===== src/rtl/fetch_unit.sv =====
`timescale 1ns/1ps
`default_nettype none
// ============================================================================
// Module   : fetch_unit
// Brief    : RV32I fetch stage: owns the PC, issues credit-limited in-order
//            imem reads, squashes wrong-path fetches on redirect and buffers
//            returned instructions for decode.
// Revision : 1.0 - initial release
// ============================================================================
module fetch_unit #(
    parameter logic [31:0] RESET_PC = 32'h0000_0000,
    parameter int          DEPTH    = 2
) (
    input  logic        clk,
    input  logic        rst,
    output logic        imem_req_valid,
    output logic [31:0] imem_req_addr,
    input  logic        imem_req_ready,
    input  logic        imem_rsp_valid,
    input  logic [31:0] imem_rsp_data,
    input  logic        redirect,
    input  logic [31:0] redirect_target,
    output logic        out_valid,
    input  logic        out_ready,
    output logic [31:0] out_instr,
    output logic [31:0] out_pc,
    output logic [31:0] out_pc_plus4,
    output logic [6:0]  op_code,
    output logic [2:0]  func3,
    output logic [6:0]  func7
);

    localparam int              c_PW    = (DEPTH > 1) ? $clog2(DEPTH) : 1;
    localparam int              c_CW    = 5;
    localparam logic [c_CW-1:0] c_DEPTH = c_CW'(DEPTH);
    localparam logic [c_CW-1:0] c_ZERO  = '0;
    localparam logic [c_CW-1:0] c_ONE   = c_CW'(1);
    localparam logic [c_PW-1:0] c_LAST  = c_PW'(DEPTH - 1);

    function automatic logic [c_PW-1:0] f_next(input logic [c_PW-1:0] p);
        return (p == c_LAST) ? '0 : p + c_PW'(1);
    endfunction

    logic [31:0]     r_fetch_pc;
    logic [c_CW-1:0] r_outstanding;
    logic [c_CW-1:0] r_drop_cnt;
    logic [c_CW-1:0] r_count;
    logic [c_PW-1:0] r_head;
    logic [c_PW-1:0] r_tail;
    logic [c_PW-1:0] r_aq_head;
    logic [c_PW-1:0] r_aq_tail;
    logic [31:0]     r_fifo_instr [DEPTH];
    logic [31:0]     r_fifo_pc    [DEPTH];
    logic [31:0]     r_aq_pc      [DEPTH];

    logic [c_CW-1:0] w_used;
    logic            w_req_valid;
    logic            w_accept;
    logic            w_rsp_keep;
    logic            w_out_valid;
    logic            w_pop;
    logic [c_CW-1:0] w_acc_inc;
    logic [c_CW-1:0] w_rsp_dec;
    logic [c_CW-1:0] w_keep_inc;
    logic [c_CW-1:0] w_pop_dec;
    logic            w_unused_tgt_lsbs;

    assign w_used      = r_outstanding + r_count;
    assign w_req_valid = !rst && !redirect && (w_used < c_DEPTH);
    assign w_accept    = w_req_valid && imem_req_ready;
    assign w_rsp_keep  = imem_rsp_valid && (r_drop_cnt == c_ZERO) && !redirect;
    assign w_out_valid = (r_count != c_ZERO) && !rst;
    assign w_pop       = w_out_valid && out_ready;

    assign w_acc_inc  = {{(c_CW-1){1'b0}}, w_accept};
    assign w_rsp_dec  = {{(c_CW-1){1'b0}}, imem_rsp_valid};
    assign w_keep_inc = {{(c_CW-1){1'b0}}, w_rsp_keep};
    assign w_pop_dec  = {{(c_CW-1){1'b0}}, w_pop};

    assign w_unused_tgt_lsbs = &{1'b0, redirect_target[1:0]};

    always_ff @(posedge clk) begin
        if (rst) begin
            r_fetch_pc    <= RESET_PC;
            r_outstanding <= '0;
            r_drop_cnt    <= '0;
            r_count       <= '0;
            r_head        <= '0;
            r_tail        <= '0;
            r_aq_head     <= '0;
            r_aq_tail     <= '0;
        end else if (redirect) begin
            r_fetch_pc    <= {redirect_target[31:2], 2'b00};
            r_count       <= '0;
            r_head        <= '0;
            r_tail        <= '0;
            r_aq_head     <= '0;
            r_aq_tail     <= '0;
            r_outstanding <= r_outstanding - w_rsp_dec;
            // Every fetch still in flight is wrong-path now; outstanding already
            // includes responses owed to earlier redirects, so it is the total.
            r_drop_cnt    <= r_outstanding - w_rsp_dec;
        end else begin
            if (w_accept) begin
                r_fetch_pc <= r_fetch_pc + 32'd4;
                r_aq_tail  <= f_next(r_aq_tail);
            end
            if (imem_rsp_valid && (r_drop_cnt != c_ZERO)) begin
                r_drop_cnt <= r_drop_cnt - c_ONE;
            end
            if (w_rsp_keep) begin
                r_tail    <= f_next(r_tail);
                r_aq_head <= f_next(r_aq_head);
            end
            if (w_pop) begin
                r_head <= f_next(r_head);
            end
            r_outstanding <= r_outstanding + w_acc_inc - w_rsp_dec;
            r_count       <= r_count + w_keep_inc - w_pop_dec;
        end
    end

    // Payload storage needs no reset; occupancy is tracked by the counters.
    always_ff @(posedge clk) begin
        if (w_accept) begin
            r_aq_pc[r_aq_tail] <= r_fetch_pc;
        end
        if (w_rsp_keep) begin
            r_fifo_instr[r_tail] <= imem_rsp_data;
            r_fifo_pc[r_tail]    <= r_aq_pc[r_aq_head];
        end
    end

    assign imem_req_valid = w_req_valid;
    assign imem_req_addr  = r_fetch_pc;
    assign out_valid      = w_out_valid;
    assign out_instr      = w_out_valid ? r_fifo_instr[r_head] : 32'd0;
    assign out_pc         = w_out_valid ? r_fifo_pc[r_head] : 32'd0;
    assign out_pc_plus4   = w_out_valid ? (r_fifo_pc[r_head] + 32'd4) : 32'd0;
    assign op_code        = out_instr[6:0];
    assign func3          = out_instr[14:12];
    assign func7          = out_instr[31:25];

endmodule
`default_nettype wire

===== config.mk =====
export PLATFORM = sky130hd
export DESIGN_NAME = fetch_unit
export DESIGN_NICKNAME = d
export VERILOG_FILES = /design/src/rtl/fetch_unit.sv
export SDC_FILE = /design/constraint.sdc
export NUM_CORES = 1
export LEC_CHECK = 0
export CAP_MARGIN = 40
export CORE_UTILIZATION = 40
export CTS_CLUSTER_DIAMETER = 30
export DETAILED_ROUTE_END_ITERATION = 8
export GPL_TIMING_DRIVEN = 1
export SETUP_SLACK_MARGIN = 0.15
export SYNTH_ARGS = -nofsm -noshare
export SYNTH_HDL_FRONTEND = slang
export SYNTH_SLANG_ARGS = --single-unit

===== constraint.sdc =====
create_clock -name clk -period 8.45 [get_ports clk]
set_input_delay 1.2675 -clock clk [delete_from_list [all_inputs] [get_ports clk]]
set_output_delay 1.2675 -clock clk [all_outputs]
set_load 0.02 [all_outputs]

Yosys cells after proc, flatten, opt, wreduce, memory -nomap -nowiden
Memories as Yosys holds them, arrays and structs flattened. A register that Yosys moved wholly into a read port is not among the register bits.
Index checks and enable logic that the tools add are counted.
{"block": "totals", "ram_bits": 192, "reg_bits": 51, "wordCells": 64, "output_inout_bits": 147, "n_memories": 3}
{"block": "op_classes", "addsub": 13, "n_mux": 22, "n_lt_le_gt_ge": 1, "reduce_logical": 16}
{"memory": "r_aq_pc", "words": 2, "word_bits": 32, "rd": 1, "rd_clocked_by_memory_dff": 1, "write_ports": 1, "line": "54", "source": "logic [31:0] r_aq_pc [DEPTH];"}
{"memory": "r_fifo_instr", "words": 2, "word_bits": 32, "rd": 1, "rd_clocked_by_memory_dff": 1, "write_ports": 1, "line": "52", "source": "logic [31:0] r_fifo_instr [DEPTH];"}
{"memory": "r_fifo_pc", "words": 2, "word_bits": 32, "rd": 1, "rd_clocked_by_memory_dff": 1, "write_ports": 1, "line": "53", "source": "logic [31:0] r_fifo_pc [DEPTH];"}
{"cell": "2-to-1 mux 32 bit", "n": 5}
{"cell": "adder 32 x 3 -> 32 bit, second input constant", "n": 2}
{"cell": "2-to-1 mux 5 bit", "n": 3}
{"cell": "subtractor 5 x 1 -> 5 bit", "n": 3}
{"cell": "2-to-1 mux 1 bit", "n": 14}
{"cell": "adder 5 x 1 -> 5 bit", "n": 2}
{"cell": "nonzero test 5 bit", "n": 2}
{"cell": "logical AND 1 bit", "n": 8}
{"cell": "adder 5 bit", "n": 1}
{"cell": "zero test 5 bit", "n": 1}
{"cell": "less-than comparator 5 x 2 -> 1 bit, second input constant", "n": 1}
{"cell": "subtractor 5 x 1 -> 5 bit, second input constant", "n": 1}
{"cell": "adder 1 bit, second input constant", "n": 4}
{"cell": "nonzero test 2 bit", "n": 2}
{"cell": "zero test 1 bit", "n": 2}
{"cell": "OR reduction 2 bit", "n": 1}

Longest topological paths before layout
{"block": "logic_depth", "word_depth": 7, "depth_mapped": 20, "depth_no_buf": 18}

Worst setup path before layout
Ideal clock, no wire load.
{"block": "synth_path", "path_type": "input -> register", "startpoint": "in redirect", "endpoint": "mem r_fifo_instr[0][0] (enable)", "required_ns": 7.968, "setup_ns": 0.482, "cell_stages": 4, "path_slack_ns": 3.541, "arrival_ns": 4.427, "cell_sequence": "clkbuf_1 > nor3_1 > inv_1 > nor2_1"}
{"block": "synth_via", "elab_chain_len": 4}
{"element": "from (decl)", "line": "21", "source": "input logic redirect,"}
{"element": "zero test 1 bit", "line": "71", "source": "assign w_rsp_keep = imem_rsp_valid && (r_drop_cnt == c_ZERO) && !redirect;"}
{"element": "logical AND 1 bit", "line": "71"}
{"element": "2-to-1 mux 1 bit", "line": "128", "source": "if (w_rsp_keep) begin"}
{"element": "2-to-1 mux 1 bit (implied by the code)", "line": "129", "source": "r_fifo_instr[r_tail] <= imem_rsp_data;"}
{"element": "to (decl)", "line": "52"}
No other way between the ends.

==> impl_metrics.env <==
export IMPL_first_global_vias=7353
export IMPL_die_h_um=167.6
export IMPL_netlist_instances=893
export IMPL_ios=217
export IMPL_worstSetupEndpoint="out_pc_plus4[23]"
export IMPL_finalNonFillerCells=1484
export IMPL_synthTopCellsByCount="184 x edfxtp_1, 131 x nor2_1, 59 x mux2i_1"
export IMPL_routed_via_density=5.090
export IMPL_yosysWarningCount=0
export IMPL_synth_top_area_cell="edfxtp_1"
export IMPL_numCtsBuffers=48
export IMPL_fin_crit_ns=5.952
export IMPL_max_freq_ghz=0.1680
export IMPL_cp_top_family="buffers and inverters"
export IMPL_finalInstanceArea_um2=15010
export IMPL_fin_nets=1198
export IMPL_grt_antenna_before_repair=0
export IMPL_slew_headroom=0.4861
export IMPL_core_area_um2=26950
export IMPL_synth_ff_type="edfxtp_1"
export IMPL_die_width_um=167.6
export IMPL_ctsResizeCount=0
export IMPL_rr_startpoint="r_outstanding[1]"
export IMPL_drc_errors=0
export IMPL_max_stage_delay_ns=0.68
export IMPL_overflow=0
export IMPL_slew_viol_final=0
export IMPL_synth_edf_count=184
export IMPL_portBuffers=208
export IMPL_hpwl_um=17270
export IMPL_cts_root_buf="clkbuf_16"
export IMPL_worst_path_max_delay_cell="dfxtp_4"
export IMPL_drtIter0Drc=480
export IMPL_power_leakage_nw=5.029
export IMPL_finalHoldViolCount=0
export IMPL_synth_area_top_cells="edfxtp_1 50%, dfxtp_1 9.3%, mux2i_1 5.4%"
export IMPL_crit_cells=8
export IMPL_wl_per_cell_um=17.14
export IMPL_postCtsSetupBuffers=0
export IMPL_rows=60
export IMPL_ir_worst_vdd_mv=0.1651
export IMPL_crit_path_end_kind="output port"
export IMPL_synth_top_area_share=0.5039
export IMPL_vias=7553
export IMPL_reg2reg_depth=18
export IMPL_clock_latency_ns=0.53
export IMPL_fin_tns_setup_ns=0
export IMPL_drv_cap=0
export IMPL_worst_r2r_endpoint="r_outstanding[4]"
export IMPL_async_reset_ff_frac=0
export IMPL_area_growth_pct=36.88
export IMPL_critPathKind="reg2out"
export IMPL_cts_tree="built"
export IMPL_ys_seq_elements=235
export IMPL_netlist_area_um2=10960
export IMPL_gp_congestion=0.8011
export IMPL_grt_pass1_wl_um=40410
export IMPL_status="finished, final reports clean"
export IMPL_worstPathRequired_ns=7.18
export IMPL_syn_avg_cell_area_um2=12.28
export IMPL_start_util=0.4068
export IMPL_antenna_cells=0
export IMPL_arrival_ns=4.68
export IMPL_ys_types=66
export IMPL_drive_gt1_frac=0.1339
export IMPL_rsz0062_at_grt="no"
export IMPL_crit_fanout=46
export IMPL_cp_cell_sequence="buf_4, mux2i_1, a211oi_2, nand4_1, a2111oi_1, xor2_1, nor2_1, clkdlybuf4s50_1"
export IMPL_dp_cells=1395
export IMPL_htree_levels=2
export IMPL_dr_pass1_iters=5
export IMPL_p_per_area_nw_per_um2=268.9
export IMPL_tightestPinTransition_ns=0.7708
export IMPL_grt_max_degree=70
export IMPL_wl_um=25440
export IMPL_finalClockSkew_ns=0.01125
export IMPL_total_power_w=0.004035
export IMPL_finalSetupViolations=0
export IMPL_critPathLaunchType="flip-flop"
export IMPL_reg2reg_setup_slack_ns=4.16
export IMPL_path_clk_slew_ns=0.05
export IMPL_die_area_um2=28080
export IMPL_ctsHoldBuffers=0
export IMPL_ant_nets=0
export IMPL_grtUsageTotal=0.1821
export IMPL_synth_most_common_cell="edfxtp_1"
export IMPL_seq_area_frac_synth=0.5971
export IMPL_clockBufferDepth=3
export IMPL_hp_class="reg2reg"
export IMPL_crit_buf_inv=2
export IMPL_fin_crit_sh=0.7043
export IMPL_placed_cell_area_um2=13300
export IMPL_cts_sinks=235
[stage by stage]
| step | hold slack, ns | util | worst slack, ns |
|---|---|---|---|
| 6_report | 0.4883 | 0.5569 | 2.498 |
| 3_5_place_dp | 0.4793 | 0.4934 | 2.984 |
| 3_3_place_gp | 0.4763 | 0.4903 | 2.982 |
| 2_1_floorplan | 0.4600 | - | 3.541 |
| 5_1_grt | 0.5237 | 0.5569 | 2.144 |
| 4_1_cts | 0.4854 | 0.5569 | 2.409 |
[cells in the final DEF (no fill, tap or decap), types with 7 or more instances in the layout]
cell type | Yosys | layout
a211oi_1 | 12 | 12
a21oi_1 | 22 | 22
a31oi_1 | 11 | 11
and2_1 | 10 | 8
and3_1 | 9 | 9
buf_4 | 25 | 9
bufinv_16 | 0 | 9
clkbuf_16 | 0 | 48
clkdlybuf4s50_1 | 0 | 208
dfxtp_1 | 51 | 49
edfxtp_1 | 184 | 184
ha_1 | 21 | 21
inv_1 | 34 | 34
mux2_2 | 34 | 34
mux2i_1 | 59 | 59
nand2_1 | 33 | 33
nand2b_1 | 7 | 7
nand3_1 | 29 | 29
nand4_1 | 11 | 11
nor2_1 | 131 | 129
nor3_1 | 17 | 17
nor4_1 | 11 | 11
xnor2_1 | 29 | 29
xor2_1 | 20 | 20
[worst min path at each step]
stage / startpoint / to / cells after the start
6_report: r_drop_cnt[3] / r_drop_cnt[3] / 2
5_1_grt: r_drop_cnt[3] / r_drop_cnt[3] / 2
4_1_cts: r_drop_cnt[3] / r_drop_cnt[3] / 2
3_5_place_dp: r_drop_cnt[3] / r_drop_cnt[3] / 2
3_3_place_gp: r_drop_cnt[3] / r_drop_cnt[3] / 2
2_1_floorplan: r_drop_cnt[3] / r_drop_cnt[3] / 2
[report_power, final]
part / internal (W) / switching (W) / total (W)
Sequential: 0.00132 / 0.0000550 / 0.00138
Combinational: 0.000312 / 0.000389 / 0.000701
Clock: 0.00133 / 0.000628 / 0.00196
[cells by family after synthesis]
family,Yosys count,share of synthesized area
AO/OA/AOI/OAI,96,0.06619
XOR/XNOR,50,0.04063
adder cells (fa/ha/maj),24,0.02944
buffers and inverters,99,0.04496
flip-flops,235,0.5971
multiplexers,93,0.08878
other,1,0.0003420
AND/OR/NAND/NOR,295,0.1326
[area by class of cell]
cell class,instances,area [um2]
sequential,235,6551
clock buffer,52,1216
tap,341,426.7
timing repair buffer,220,2232
clock inverter,37,494.2
multi-input combinational,564,3956
inverter,35,131.4
fill,2305,11940
[state kept, by name, summed over array words and instances (netlist names), 5 cells and up, named ones only]
signal and cells:
r_fifo_instr 64, r_count 5, r_outstanding 5, imem_req_addr 30, r_fifo_pc 60, r_drop_cnt 5, r_aq_pc 60
[worst reg2reg max path, cell delays in order (launching register included)]
cell,delay (ns)
dfxtp_1,0.44
inv_1,0.18
fa_1,0.50
nor3b_1,0.17
a21oi_2,0.20
o2111ai_4,0.26
nor2_4,0.37
inv_2,0.26
ha_1,0.34
inv_1,0.05
ha_1,0.15
inv_1,0.05
fa_1,0.40
o21bai_1,0.17
a21oi_1,0.10
xnor2_1,0.12
o21ai_0,0.19
xnor2_1,0.15
nor2_1,0.05
[routing by layer]
metal  wire (um)  track usage  up-vias
met5           0            0        -
met4         386      0.05106        0
met3        1592      0.04018       33
met2       11390       0.2855      262
met1       12060       0.2535     3577
li1            -            -     3681
(Power assumes the default switching activity.)
